## src/rtl/spsram_ctrl.sv

```systemverilog
// Single-port SRAM controller: clears the array after reset, then forwards
// read/write requests and returns read data in order through a 3-entry response FIFO.
module spsram_ctrl #(
  parameter int DEPTH     = 8,
  parameter int WIDTH     = 32,
  parameter int DEPTH_LOG = $clog2(DEPTH)
) (
  input  logic                 clk,
  input  logic                 rst,
  input  logic                 req_valid,
  output logic                 req_ready,
  input  logic                 req_we,
  input  logic [DEPTH_LOG-1:0] req_addr,
  input  logic [WIDTH-1:0]     req_wdata,
  output logic                 rsp_valid,
  input  logic                 rsp_ready,
  output logic [WIDTH-1:0]     rsp_rdata,
  output logic                 init_done,
  output logic                 cs,
  output logic                 we,
  output logic [DEPTH_LOG-1:0] ad,
  output logic [WIDTH-1:0]     din,
  input  logic [WIDTH-1:0]     dout
);

  typedef enum logic {INIT, RUN} state_t;

  state_t               state, state_nxt;
  logic [DEPTH_LOG-1:0] init_cnt;
  logic [1:0]           outstanding;
  logic                 inflight;
  logic [WIDTH-1:0]     fifo_mem [3];
  logic [1:0]           wr_ptr, rd_ptr, fifo_cnt;
  logic                 rd_acc, push, pop;

  function automatic logic [1:0] next_ptr(input logic [1:0] p);
    return (p == 2'd2) ? 2'd0 : p + 2'd1;
  endfunction

  // NOTE: every output gets a default first so no path through the case infers a latch.
  always_comb begin
    state_nxt = state;
    req_ready = 1'b0;
    init_done = 1'b0;
    cs        = 1'b0;
    we        = 1'b0;
    ad        = '0;
    din       = '0;
    case (state)
      INIT: begin
        cs = 1'b1;
        we = 1'b1;
        ad = init_cnt;
        if (init_cnt == DEPTH_LOG'(DEPTH - 1)) state_nxt = RUN;
      end
      RUN: begin
        init_done = 1'b1;
        req_ready = (outstanding != 2'd3);
        cs        = req_valid & req_ready;
        if (cs) begin
          we  = req_we;
          ad  = req_addr;
          din = req_wdata;
        end
      end
      default: state_nxt = INIT;
    endcase
  end

  assign rd_acc    = (state == RUN) & cs & ~we;
  assign push      = inflight;
  assign rsp_valid = (fifo_cnt != 2'd0);
  assign pop       = rsp_valid & rsp_ready;
  assign rsp_rdata = rsp_valid ? fifo_mem[rd_ptr] : '0;

  // NOTE: sequential state uses non-blocking assignments so all registers update from pre-edge values.
  always_ff @(posedge clk) begin
    if (rst) begin
      state    <= INIT;
      init_cnt <= '0;
    end else begin
      state <= state_nxt;
      if (state == INIT) init_cnt <= init_cnt + 1'b1;
    end
  end

  always_ff @(posedge clk) begin
    if (rst) begin
      inflight    <= 1'b0;
      outstanding <= 2'd0;
      wr_ptr      <= 2'd0;
      rd_ptr      <= 2'd0;
      fifo_cnt    <= 2'd0;
    end else begin
      inflight <= rd_acc;
      case ({rd_acc, pop})
        2'b10:   outstanding <= outstanding + 2'd1;
        2'b01:   outstanding <= outstanding - 2'd1;
        default: outstanding <= outstanding;
      endcase
      if (push) wr_ptr <= next_ptr(wr_ptr);
      if (pop)  rd_ptr <= next_ptr(rd_ptr);
      case ({push, pop})
        2'b10:   fifo_cnt <= fifo_cnt + 2'd1;
        2'b01:   fifo_cnt <= fifo_cnt - 2'd1;
        default: fifo_cnt <= fifo_cnt;
      endcase
    end
  end

  // NOTE: FIFO storage is deliberately not reset; the count and pointers alone define validity.
  always_ff @(posedge clk) begin
    if (push) fifo_mem[wr_ptr] <= dout;
  end

  // Outstanding reads cap FIFO occupancy plus the in-flight slot at 3.
  a_no_overflow: assert property (@(posedge clk) disable iff (rst) !(push && fifo_cnt == 2'd3));

endmodule
```

## config.mk

```make
export PLATFORM = sky130hd
export DESIGN_NAME = spsram_ctrl
export DESIGN_NICKNAME = d
export VERILOG_FILES = /design/src/rtl/spsram_ctrl.sv
export SDC_FILE = /design/constraint.sdc
export NUM_CORES = 1
export LEC_CHECK = 0
export CORE_ASPECT_RATIO = 2
export CORE_UTILIZATION = 47
export DETAILED_ROUTE_END_ITERATION = 10
export GPL_TIMING_DRIVEN = 0
export PLACE_DENSITY = 0.8
export SYNTH_ARGS = -nofsm -noshare
export SYNTH_HDL_FRONTEND = slang
export SYNTH_SLANG_ARGS = --single-unit
```

## constraint.sdc

```tcl
create_clock -name clk -period 3.55 [get_ports clk]
set_input_delay 0.355 -clock clk [delete_from_list [all_inputs] [get_ports clk]]
set_output_delay 0.355 -clock clk [all_outputs]
set_load 0.01 [all_outputs]
```

== Word level (Yosys, flattened, before mapping) ==
Memory sizes are Yosys's and may differ from the RTL's. A register that Yosys moved wholly into a read port is not among the register bits.
Index checks and enable logic that the tools add are counted.

* Memory bits (writable): 96
* Memories: 1
* Word-level logic and storage cells: 52
* Input bits: 72
* Bits in registers: 13

* Reductions and logical operators: 3
* Add/sub/neg operators: 7
* Multiplexer cells: 20
* Equality and inequality tests: 8
* Bitwise gates (word level): 6

{| class="wikitable"
|+ Memories
! memory !! words !! bits a word !! rd ports !! clocked after memory_dff !! write ports !! RTL line !! text
|-
| fifo_mem || 3 || 32 || 1 || 1 || 1 || 32 || <nowiki>logic [WIDTH-1:0] fifo_mem [3];</nowiki>
|}

{| class="wikitable"
|+ Operators with widths
! operator !! number
|-
| 32-bit 2-to-1 mux || 3
|-
| 2-bit by 1-bit adder with 2-bit output (second input constant) || 4
|-
| 2-bit equality test (second input constant) || 4
|-
| 2-bit 2-to-1 mux || 4
|-
| 2-bit case mux with 2 select lines || 2
|-
| 1-bit 2-to-1 mux || 7
|-
| 3-bit case mux with 2 select lines || 1
|-
| 2-bit nonzero test || 3
|-
| 1-bit AND || 4
|-
| 2-bit by 1-bit equality test with 1-bit output (second input constant) || 2
|-
| 1-bit case mux with 2 select lines || 2
|-
| 2-bit by 1-bit subtractor with 2-bit output (second input constant) || 2
|-
| 3-bit by 1-bit adder with 3-bit output (second input constant) || 1
|-
| 3-bit equality test (second input constant) || 1
|-
| 3-bit 2-to-1 mux || 1
|-
| 2-bit != test (second input constant) || 1
|-
| 1-bit NOT || 2
|}

== Longest topological paths before layout ==
* Depth in word-level cells: 8
* Depth in mapped cells: 7
* Mapped depth without buffers: 7

== Least setup slack after synthesis ==
OpenSTA, ideal clock, no wires.

* Path type: register to register
* Start point: register inflight
* End point: memory fifo_mem[0][0], enable pin
* Slack: 380 ps
* Data arrival time: 2707 ps
* Clock period less this slack: 3170 ps
* Cell stages (with the launch flop): 3
* Cells stage by stage: dfxtp_1 inv_1 nor3_1

* Longest elaborated chain between the ends: 2

{| class="wikitable"
|+ Ends and longest elaborated chain
! element !! RTL line !! text
|-
| start: declaration || 31 || <nowiki>logic inflight;</nowiki>
|-
| start signal: assignment || 95 || <nowiki>inflight <= rd_acc;</nowiki>
|-
| 1-bit 2-to-1 mux || 113 || <nowiki>if (push) fifo_mem[wr_ptr] <= dout;</nowiki>
|-
| 1-bit 2-to-1 mux (implied by the code) || 113 ||
|-
| end: declaration || 32 ||
|}

Every way passes these cells.

== Worst setup path after layout ==
* Start point: input req_valid
* End point: output din[17]

* Longest elaborated chain between the ends: 3

{| class="wikitable"
|+ Ends and longest elaborated chain
! element !! RTL line !! text
|-
| start: declaration || 10 || <nowiki>input logic req_valid,</nowiki>
|-
| 1-bit AND || 59 || <nowiki>cs = req_valid & req_ready;</nowiki>
|-
| 32-bit 2-to-1 mux || 60 || <nowiki>if (cs) begin</nowiki>
|-
| 32-bit 2-to-1 mux || 49 || <nowiki>case (state)</nowiki>
|-
| end: declaration || 22 || <nowiki>output logic [WIDTH-1:0] din,</nowiki>
|}

Every way passes these cells.

==> flow_summary.toml <==
[synthesis]
ys_top_cells_by_count = "edfxtp_1 (96), nor2_1 (44), mux2i_1 (35)"
yosysSeqAreaShare = 0.685
synth_edf_count = 96
ys.flop_type = "edfxtp_1"
yosys_register_bits = 111
yosysMostFrequentCell = "edfxtp_1"
synth.distinct_cells = 28
synth_top_area_share = 0.621
yosys_warnings = 0
syn_inst = 314
synthArstFlopShare = 0
synth_fp_nets = 390
synth_area_leaders = "edfxtp_1 (62%), mux2i_1 (7.5%), dfxtp_1 (6.5%)"
synth_area_leader_cell = "edfxtp_1"
synth_area_per_cell_sq_um = 14.8
syn_area_sq_mm = 0.00465

[timing]
max_freq_mhz = 389
fin_crit_sh = 0.724
finalHoldViolCount = 0
final.setup_skew_ps = 5.84
worst_pin_slew_ps = 711
setup_viol = 0
slew-limit-headroom = 0.523
rsz0062_at_grt = "no"
period_needed_ps = 2570
slew_violations = 0

[routing]
vias = 3099
routedWlPerCell_microns = 16.7
drc_errors = 0
avgViaCountPerCell = 5.08
drtPass1Iterations = 4
drt-initial-drc-count = 150
finalWirelength_microns = 10200
ant_nets = 0

[placement]
hpwlAfterDp_microns = 7480
placed_cells = 594
gp_congestion = 0.809
post_dp_cell_area_sq_mm = 0.00634
port_buffers = 143

[pwr]
switching_power_mw = 0.482
swShare = 0.190
p_leak_nw = 2.32
seq_power_share = 0.560
vdd_drop_max_mv = 0.279
powerDensity_mw_per_mm2 = 382
intPower_mw = 2.05
p_clk_frac = 0.390
p_comb_frac = 0.050

[setup_path]
crit_required_ps = 3190
worst_setup_path_start_kind = "input port"
crit_path_end_kind = "output port"
r2r_end = "outstanding[1]"
reg2regPathDepth = 6
r2r_setup_slack_ps = 1600
r2r-start = "outstanding[0]"
cp.arrival_ps = 2220
path_max_fanout = 10
worst-setup-path-type = "in -> out"

[cells_and_area]
final_nets = 549
drive_gt1_frac = 0.123
diodes = 0
final_area_sq_mm = 0.00663
stdcell_count = 610
syn2layout_area_growth_pct = 42.8

[die]
start_util = 0.479
io_pins = 144
die_x_microns = 72.3
num_rows = 51
dieArea_sq_mm = 0.0103
die_h_microns = 143
coreArea_sq_mm = 0.00970

[status]
status = "finished clean"

[cts]
cts_htree_levels = 3
clock_sinks = 111
cts-root-buf = "clkbuf_16"
tritoncts = "done"
clockBufferDepth = 2
clk_pin_slew_ps = 70
post_cts_hold_buffer_count = 0
numCtsBuffers = 9
insertion_delay_ps = 350
cts_resized = 0
post_cts_buffers = 0

[min_path]
hold-path-endpoint = "rd_ptr[0]"
worstHoldStart = "rd_ptr[0]"
hp-class = "reg -> reg"
hold-path-cell-count = 2

[grt]
track_usage = 0.205
grt_pass1_wl_microns = 15500
grt_max_degree = 28
antenna_found_initial = 0
overflow = 0
grt_pass1_vias = 3332

[job]
cap_violations = 0
how the worst max path moves through the flow:
stage / slack, ps / cells past startpoint / end / startpoint
global route: 860 / 4 / rsp_rdata[9] / fifo_cnt[0]
global placement: -1170 / 3 / wr_ptr[0] / inflight
detailed placement: 980 / 5 / din[17] / req_valid
CTS: 940 / 4 / rsp_rdata[3] / fifo_cnt[0]
floorplan: 380 / 2 / fifo_mem[0][0] / inflight
finish: 980 / 5 / din[17] / req_valid
kinds of logic after synthesis:
logic type | after synthesis | share of synthesized area
buf+inv | 23 | 0.0253
compound gates | 12 | 0.0178
flops | 111 | 0.685
fa+ha+maj | 4 | 0.0108
simple gates | 91 | 0.0961
xor+xnor | 5 | 0.00943
mux | 68 | 0.155
cells in the final DEF (no fill, tap or decap):
master,n
dfxtp_1,15
mux2_2,25
xnor2_1,2
inv_8,1
a21oi_1,4
xor2_1,3
buf_6,6
o21ai_1,1
clkbuf_1,8
mux2_1,8
clkbuf_16,9
nor2_4,2
nor3_2,1
a21boi_2,1
clkinv_2,1
and2_1,1
mux2i_1,35
buf_2,7
ha_1,4
buf_1,1
clkinv_1,2
o21ba_2,1
clkinv_4,1
nor2_1,42
edfxtp_1,96
inv_6,1
or3_1,3
nor2b_1,2
nand2b_1,2
nor3b_1,1
bufinv_16,1
and3_1,32
o21ai_0,2
buf_12,2
a22o_1,3
nand2_1,5
inv_1,4
clkdlybuf4s50_1,143
critical path, cell delays in order:
cell,delay (ps)
clkdlybuf4s50_1,460
a21boi_2,290
clkbuf_1,340
and3_1,230
clkdlybuf4s50_1,540
metal layers:
layer	up-vias	routed length (microns)	global-route usage
met3	16	555	0.0496
met2	119	5810	0.389
met1	1496	3550	0.201
met4	0	244	0.0949
met5	-	0	0
li1	1468	-	-
stage by stage:
stage	hold slack, ps	utilization	setup TNS [ps]	power (mW)	setup WS, ps
after detailed placement	503	0.653	0	1.58	982
after floorplan	424	-	0	1.47	380
after CTS	516	0.684	0	2.55	940
after global placement	467	0.644	-37310	1.57	-1170
final	524	0.684	0	2.54	978
after global routing	562	0.684	0	2.60	856
power by group through the flow:
| stage | Clock [mW] | Combinational, mW | Sequential, mW |
|---|---|---|---|
| 4_1_cts | 1.00 | 0.128 | 1.42 |
| 6_report | 0.988 | 0.128 | 1.42 |
| 3_5_place_dp | 0 | 0.127 | 1.45 |
| 3_3_place_gp | 0 | 0.123 | 1.45 |
| 5_1_grt | 1.04 | 0.136 | 1.42 |
| 2_1_floorplan | 0 | 0.0226 | 1.45 |
sequential cells by signal (all words and copies together), names as in the netlist, named ones only:
signal       count
fifo_cnt         2
fifo_mem        96
inflight         1
init_cnt         3
outstanding      2
rd_ptr           2
state            1
wr_ptr           2
layout make-up:
type | instances | area (sq um)
buffer | 19 | 103
clock buffer | 9 | 225
clock inverter | 7 | 71.3
inverter | 4 | 15.0
sequential | 111 | 3180
timing repair buffer | 148 | 1510
fill | 737 | 3070
multi-input combinational | 180 | 1370
tap | 132 | 165
(Power assumes the default switching activity.)
